$ cat src/rtl/memoria_escritura.sv
// Sample recorder: a slow-sampled button writes data_in into an internal RAM at sequential addresses.
// Define MEMORIA_WRAP_EN to overwrite the oldest entries once full instead of blocking writes.
//
// state   | meaning
// IDLE    | waiting for a button request
// CAPTURE | data_in latched, write pending
// WRITE   | RAM written and pointer advanced at end of cycle
// FULL    | log full, requests ignored until clear (unused with MEMORIA_WRAP_EN)
module memoria_escritura #(
    parameter int DATA_WIDTH    = 8,
    parameter int ADDRESS_WIDTH = 8,
    parameter int DIV_COUNT     = 50000000
) (
    input  logic                     clk,
    input  logic                     rst,
    input  logic                     we,
    input  logic                     clear,
    input  logic [DATA_WIDTH-1:0]    data_in,
    input  logic [ADDRESS_WIDTH-1:0] rd_address,
    output logic [DATA_WIDTH-1:0]    rd_data,
    output logic [ADDRESS_WIDTH-1:0] wr_address,
    output logic [ADDRESS_WIDTH:0]   count,
    output logic                     full,
    output logic                     busy,
    output logic                     wr_ack
);
    localparam int DEPTH = 1 << ADDRESS_WIDTH;
    localparam int PW    = (DIV_COUNT > 2) ? $clog2(DIV_COUNT) : 1;
    localparam logic [PW-1:0]          PRE_LAST  = PW'(DIV_COUNT - 1);
    localparam logic [ADDRESS_WIDTH:0] DEPTH_CNT = (ADDRESS_WIDTH + 1)'(DEPTH);

    typedef enum logic [1:0] {IDLE, CAPTURE, WRITE, FULL} state_t;

    state_t                   state, state_next;
    logic [PW-1:0]            pre_cnt;
    logic                     tick;
    logic                     we_meta, we_sync, we_prev;
    logic                     req;
    logic                     mem_we;
    logic [DATA_WIDTH-1:0]    data_reg;
    logic [ADDRESS_WIDTH:0]   count_inc;
    logic [DATA_WIDTH-1:0]    mem [DEPTH];

    assign tick      = (pre_cnt == PRE_LAST);
    assign req       = tick & we_sync & ~we_prev;
    assign count_inc = count + 1'b1;
    assign full      = (count == DEPTH_CNT);

    always_ff @(posedge clk or negedge rst) begin
        if (!rst) begin
            pre_cnt <= '0;
            we_meta <= 1'b0;
            we_sync <= 1'b0;
            we_prev <= 1'b0;
        end else begin
            pre_cnt <= tick ? '0 : pre_cnt + 1'b1;
            we_meta <= we;
            we_sync <= we_meta;
            if (tick)
                we_prev <= we_sync;
        end
    end

    always_ff @(posedge clk or negedge rst) begin
        if (!rst)
            state <= IDLE;
        else
            state <= state_next;
    end

    always_comb begin
        state_next = state;
        if (clear) begin
            state_next = IDLE;
        end else begin
            case (state)
                IDLE:    if (req) state_next = CAPTURE;
                CAPTURE: state_next = WRITE;
`ifdef MEMORIA_WRAP_EN
                WRITE:   state_next = IDLE;
                FULL:    state_next = IDLE;
`else
                WRITE:   state_next = (count_inc == DEPTH_CNT) ? FULL : IDLE;
                FULL:    state_next = FULL;
`endif
                default: state_next = IDLE;
            endcase
        end
    end

    always_comb begin
        busy   = 1'b0;
        mem_we = 1'b0;
        case (state)
            CAPTURE: busy = 1'b1;
            WRITE: begin
                busy   = 1'b1;
                mem_we = ~clear;
            end
            default: ;
        endcase
    end

    always_ff @(posedge clk or negedge rst) begin
        if (!rst) begin
            data_reg   <= '0;
            wr_address <= '0;
            count      <= '0;
            wr_ack     <= 1'b0;
        end else begin
            wr_ack <= mem_we;
            if (state == IDLE && req && !clear)
                data_reg <= data_in;
            if (clear) begin
                wr_address <= '0;
                count      <= '0;
            end else if (mem_we) begin
                wr_address <= wr_address + 1'b1;
`ifdef MEMORIA_WRAP_EN
                count      <= full ? count : count_inc;
`else
                count      <= count_inc;
`endif
            end
        end
    end

    // RAM has no reset so it maps onto block memory; read returns pre-write data on collisions.
    always_ff @(posedge clk) begin
        if (mem_we)
            mem[wr_address] <= data_reg;
    end

    always_ff @(posedge clk or negedge rst) begin
        if (!rst)
            rd_data <= '0;
        else
            rd_data <= mem[rd_address];
    end
endmodule

$ cat config.mk
export PLATFORM = sky130hd
export DESIGN_NAME = memoria_escritura
export DESIGN_NICKNAME = d
export VERILOG_FILES = /design/src/rtl/memoria_escritura.sv
export SDC_FILE = /design/constraint.sdc
export NUM_CORES = 2
export LEC_CHECK = 0
export ABC_AREA = 1
export BUFFER_PORTS_ARGS = -buffer_cell sky130_fd_sc_hd__buf_4
export CAP_MARGIN = 20
export CORE_UTILIZATION = 55
export DETAILED_ROUTE_END_ITERATION = 16
export PLACE_DENSITY = 0.71
export SYNTH_ARGS = -nofsm -noshare
export SYNTH_HDL_FRONTEND = slang
export SYNTH_SLANG_ARGS = --single-unit
$ cat constraint.sdc
create_clock -name clk -period 8.6 [get_ports clk]
set_input_delay 0 -clock clk [delete_from_list [all_inputs] [get_ports clk]]
set_output_delay 0 -clock clk [all_outputs]
set_load 0.005 [all_outputs]
### Yosys cells after proc, flatten, opt, wreduce, memory -nomap -nowiden

Memories as Yosys holds them, arrays and structs flattened. A register that Yosys moved wholly into a read port is not among the register bits.
Index checks and enable logic that the tools add are counted.

| word-level totals | value |
|---|---|
| output and inout port bits | 28 |
| input port bits | 20 |
| register bits after elaboration | 57 |
| memories | 1 |
| bits in writable memories | 2048 |

| cells by class | value |
|---|---|
| muxes and demuxes | 13 |
| add/subtract/negate cells | 3 |
| reductions and logical operators | 7 |
| eq/ne operators | 7 |
| bitwise gates (word level) | 4 |

Memories:

| name | depth | bits a word | rd ports | clocked after Yosys merged registers in | write ports | RTL line | source |
|---|---|---|---|---|---|---|---|
| mem | 256 | 8 | 1 | 1 | 1 | 42 | `logic [DATA_WIDTH-1:0] mem [DEPTH];` |

Operators with widths:

| operator | count |
|---|---|
| 26-bit by 1-bit adder with 26-bit output (second input constant) | 1 |
| 26-bit == test (second input constant) | 1 |
| 26-bit two-way mux | 1 |
| 9-bit == test (second input constant) | 2 |
| 9-bit two-way mux | 2 |
| 8-bit two-way mux | 2 |
| 9-bit by 1-bit adder with 9-bit output (second input constant) | 1 |
| 8-bit by 1-bit adder with 8-bit output (second input constant) | 1 |
| 2-bit case mux with 4 select lines | 1 |
| 2-bit two-way mux | 3 |
| 2-bit == test (second input constant) | 2 |
| 1-bit two-way mux | 4 |
| 3-bit inequality test (second input constant) | 1 |
| 1-bit AND | 2 |
| 2-bit by 1-bit == test with 1-bit output (second input constant) | 1 |
| 1-bit logical AND | 2 |
| 1-bit logical NOT | 2 |
| 2-bit logical NOT | 1 |
| 1-bit inverter | 2 |
| 2-bit nonzero test | 1 |
| 2-bit OR reduction | 1 |

### Logic depth before layout (Yosys ltp)

| depth | value |
|---|---|
| depth in word-level cells | 6 |
| gate-level depth with buffers | 15 |
| depth with buffers taken out | 13 |

### Worst setup path before layout

No wires, ideal clock.

| path | value |
|---|---|
| path type | register to register |
| start | reg data_reg[0] |
| end | mem mem[0][0], data pin |
| setup slack | 4.613 ns |
| data arrival time | 3.183 ns |
| setup time | 0.804 ns |
| data required time | 7.796 ns |
| cell stages (with the launch flop) | 1 |
| cells stage by stage | dfrtp_1 |

RTL lines:

| item | RTL line | source |
|---|---|---|
| start: declaration | 40 | `logic [DATA_WIDTH-1:0] data_reg;` |
| start signal: assignment | 113 | `data_reg <= data_in;` |
| end: declaration | 42 |  |

No word-level cell before the write port.

==> results list <==
- Reg2Reg Capture Point: mem[80][3]
- Number of buffers inserted during clock tree synthesis: roughly 200
- The floorplan step defined a die boundary enclosing roughly 160,000 sq um.
- The clock tree synthesis step divided the H-tree into 4 levels.
- In the routed design, unresolved DRC markers number 0.
- Critical path startpoint category: primary input
* Fin area: 94,400 sq um
- The cell family contributing the most delay on the critical path is buffers and inverters.
- Number of placed I/O pins: 48
* Post-cts sizing count: 0
* Die Width: 398 um
- The finished layout holds 9,426 standard cells, fillers aside.
- Synthesis inferred ~2,100 register bits.
* Critical path buffer and inverter count: 6
- Post-layout net count: 7,247
- Yosys warning total: 0
- Max stage delay on crit path: 820 ps
- Clock latency on the worst-skew pair, taken at its later pin, is between 800 and 900 ps.
* Number of antenna violations at the first check in global routing: 7
* First-pass GRT wire length: 339,000 um
- Timing-limited maximum frequency: roughly 220 MHz
- In the finished design, the share of the clock period the worst path needs comes to 0.536.
- In this run the worst path has a maximum fanout of 143.
- For this run, the leading register cell type out of synthesis is edfxtp_1.
- Cell with the most instances after synthesis: nand2_1
- The number of global-route vias before repair was 54,200.
- The routed design could run at a clock period as short as 4610 ps.
- Clock tree synthesis selected as its root buffer the cell clkbuf_16.
* Die outline height: slightly below 400 um
- For this run, the share of the core covered by cells in the final layout is 0.610.
* CP max stage cell: buf_4
- The cell that appears most often on the critical path is nand3_1.
* Setup slack of the most critical reg-to-reg path: 4780 ps
- Maximum vdd ir drop: around 0.23 mV
- Clock sink total: 2,113
- Sequential-to-total area share from yosys stat: 0.732
- Of the post-synthesis cell area, the dominant cell type holds 0.713.
* Average wire per standard cell: 24.0 um
- TritonCTS built the clock tree.
- Routability-driven placement finished with a final weighted congestion of just under 0.9.
- Number of setup violations in the final report: 0
* Footprint of the multi-input gates: 20,300 sq um
* Worst clock skew: 22.6 ps
- From synthesis to final layout, the design area changed by 9.45%.
- For this configuration, the core starts out at a cell density of 0.557.
- Headroom to the max-slew limit came out at 0.201.
* Via density per instance: 6.06
- Largest register by flop count: mem
- Antenna-violating nets left: 0
- Synthesis instantiated 34 different standard cells from the library.
* Maximum root-to-sink buffer count: 3
* Cell area after placement: just under 90,000 sq um
- Mapped Nets: 7,366
* Number of hold-slack violations in the final timing report: 0
- Count of final max-slew check failures: 0
- Summed over all layers, the routed wires come to about 230,000 um.
- Data required time at the worst endpoint: ~9400 ps
- Row count: 144
* Post-synth top area cell: edfxtp_1
- In this run, placement finished with an instance count of 9,014.
- The worst hold path was traced through 5 stages.
- Summed over all cells, the static leakage comes to 34.9 nW.
- The critical path is of the primary input to flop type.
* Detailed Place HPWL: 128,000 um
- After synthesis, the share of flip-flops with an asynchronous set or reset is 0.0308.
- Number of vias after detailed routing: 57,100
* Endpoint of the worst hold-timing path: state[1]
- The largest registers in the layout are mem x2048, pre_cnt x26, count x9.
- In the global route stage, overall resource usage came out at 0.285.
- Endpoint type of the worst setup path: flop
- The worst hold path begins at clear.
- Pwr dens: 221 nW/um^2
- Sorting the synthesized cells by how often they occur yields nand2_1 (2,171), edfxtp_1 (2,048), nand3_1 (2,036), nor2_1 (316), buf_2 (273).
- Counting flops with a built-in enable in the synthesized netlist gives between 2,000 and 2,500.
* Mean post-synth cell area: 11.8 sq um
* Flip-flop count of the largest register after layout: 2,048
* Count of cell instances traversed by the critical path: 16
- Worst hold-check path type: primary input to flop
* Beginning of the worst register-to-register path: state[0]
- The run finished with clean final reports.
* Sum Neg Setup Slack: 0 ps
- For the worst flop-to-flop path, the logic depth is 6.
- MaxCap Viol Count: 0
- Actual slew at the worst max-slew pin: 1200 ps
- Port bufs: 47
- After synthesis the cells add up to 86,200 sq um.
- Leading post-synthesis cells by cell area: edfxtp_1 (71%), nand3_1 (12%), nand2_1 (9.5%)
- Register clock-pin slew on the reported worst setup and hold paths: 60 ps
- 1st-iter DRT viols: 7,722
- Setup repair after global routing missed its margin: no
- At the worst endpoint, the arrival time is 5390 ps.
- The total area inside the core boundary comes to 155,000 sq um.
- Of the cells placed in the final design, the portion with a size suffix greater than 1 is 0.0583.
- Synthesized instance count: 7,335
- Largest net degree at the start of global routing: 230
- 1st-pass router iterations: 6
- Global-route congestion overflow total: 0
- Summing all flip-flop and latch instances after layout gives 63,200 sq um.
- Crit path cell chain: buf_8 -> buf_4 -> buf_4 -> nand2_1 -> nand3_1 -> nand3_1 -> nand3_1 -> nand3_1 -> nand3_1 -> nand3_1 -> dlygate4sd3_1 -> nand2_1 -> dlygate4sd3_1 -> nand2_1 -> nand2_1 -> dlygate4sd3_1
* Number of fillers in the final layout: 11,700
## worst min-delay path: cells and delay by family
kind	cells	cell delay, ps
buf+inv	2	690
simple gates	3	200
## per-layer routing
layer | vias up | routed length [um] | global-route usage
met2 | 3174 | 105000 | 0.441
met3 | 483 | 24100 | 0.0582
met5 | - | 0 | 0
met4 | 0 | 8640 | 0.110
met1 | 27700 | 88300 | 0.401
li1 | 25700 | - | -
## how the worst max path moves through the flow
stage	startpoint	end	slack [ps]
5_1_grt	rd_address[0]	rd_data[4]	3850
3_5_place_dp	rd_address[0]	rd_data[0]	4790
3_3_place_gp	state[0]	mem[210][4]	4300
2_1_floorplan	data_reg[0]	mem[0][0]	4610
4_1_cts	rd_address[0]	rd_data[4]	4230
6_report	rd_address[0]	rd_data[4]	3990
## cell families after synthesis
family | synth area share
and+or+nand+nor | 0.229
DFF | 0.732
buffers and inverters | 0.0325
AOI/OAI and AO/OA | 0.00370
adders and majority gates | 0.00160
xor gates and xnor gates | 0.000813
## through the flow
stage | hold WS (ps) | worst slack (ps) | total power [mW]
floorplan | -296 | 4610 | 12.0
global placement | 113 | 4300 | 12.3
detailed placement | 115 | 4790 | 12.3
CTS | 23.8 | 4230 | 20.9
global route | 112 | 3850 | 21.4
finish | 96.9 | 3990 | 20.9
## where the power goes
| group | leakage, nW | total, mW | switching [mW] | internal (mW) |
|---|---|---|---|---|
| clock network | 3.14 | 8.69 | 3.79 | 4.90 |
| logic | 8.80 | 1.02 | 0.753 | 0.263 |
| registers | 22.9 | 11.2 | 0.0146 | 11.1 |
## cells in the final DEF, fill, tap and decap left out, types with 22 or more instances in the layout
cell type and instances:
inv_1 92, nor2_1 315, edfxtp_1 2048, dfrtp_1 57, nand2_1 2167, clkinv_1 50, nand3_1 2036, o21ai_0 22
clkbuf_1 45, buf_4 108, clkinv_2 29, clkbuf_16 205, dlygate4sd3_1 40
## cell type report
cell class,count,share of cell area
timing repair buffer,163,0.0160
tap,2044,0.0271
antenna,1,0.0000265
clock inverter,117,0.0117
clock buffer,252,0.0564
sequential,2113,0.669
inverter,100,0.00434
multi-input combinational,4636,0.215
## repair_timing
action | 4_1_cts | 5_1_grt
endpoints found under the setup margin | 0 | 0
endpoints found under the hold margin | 102 | 0
hold buffers | 41 | 0
setup buffers | 0 | 0
Power figures use the tool's default switching activity.
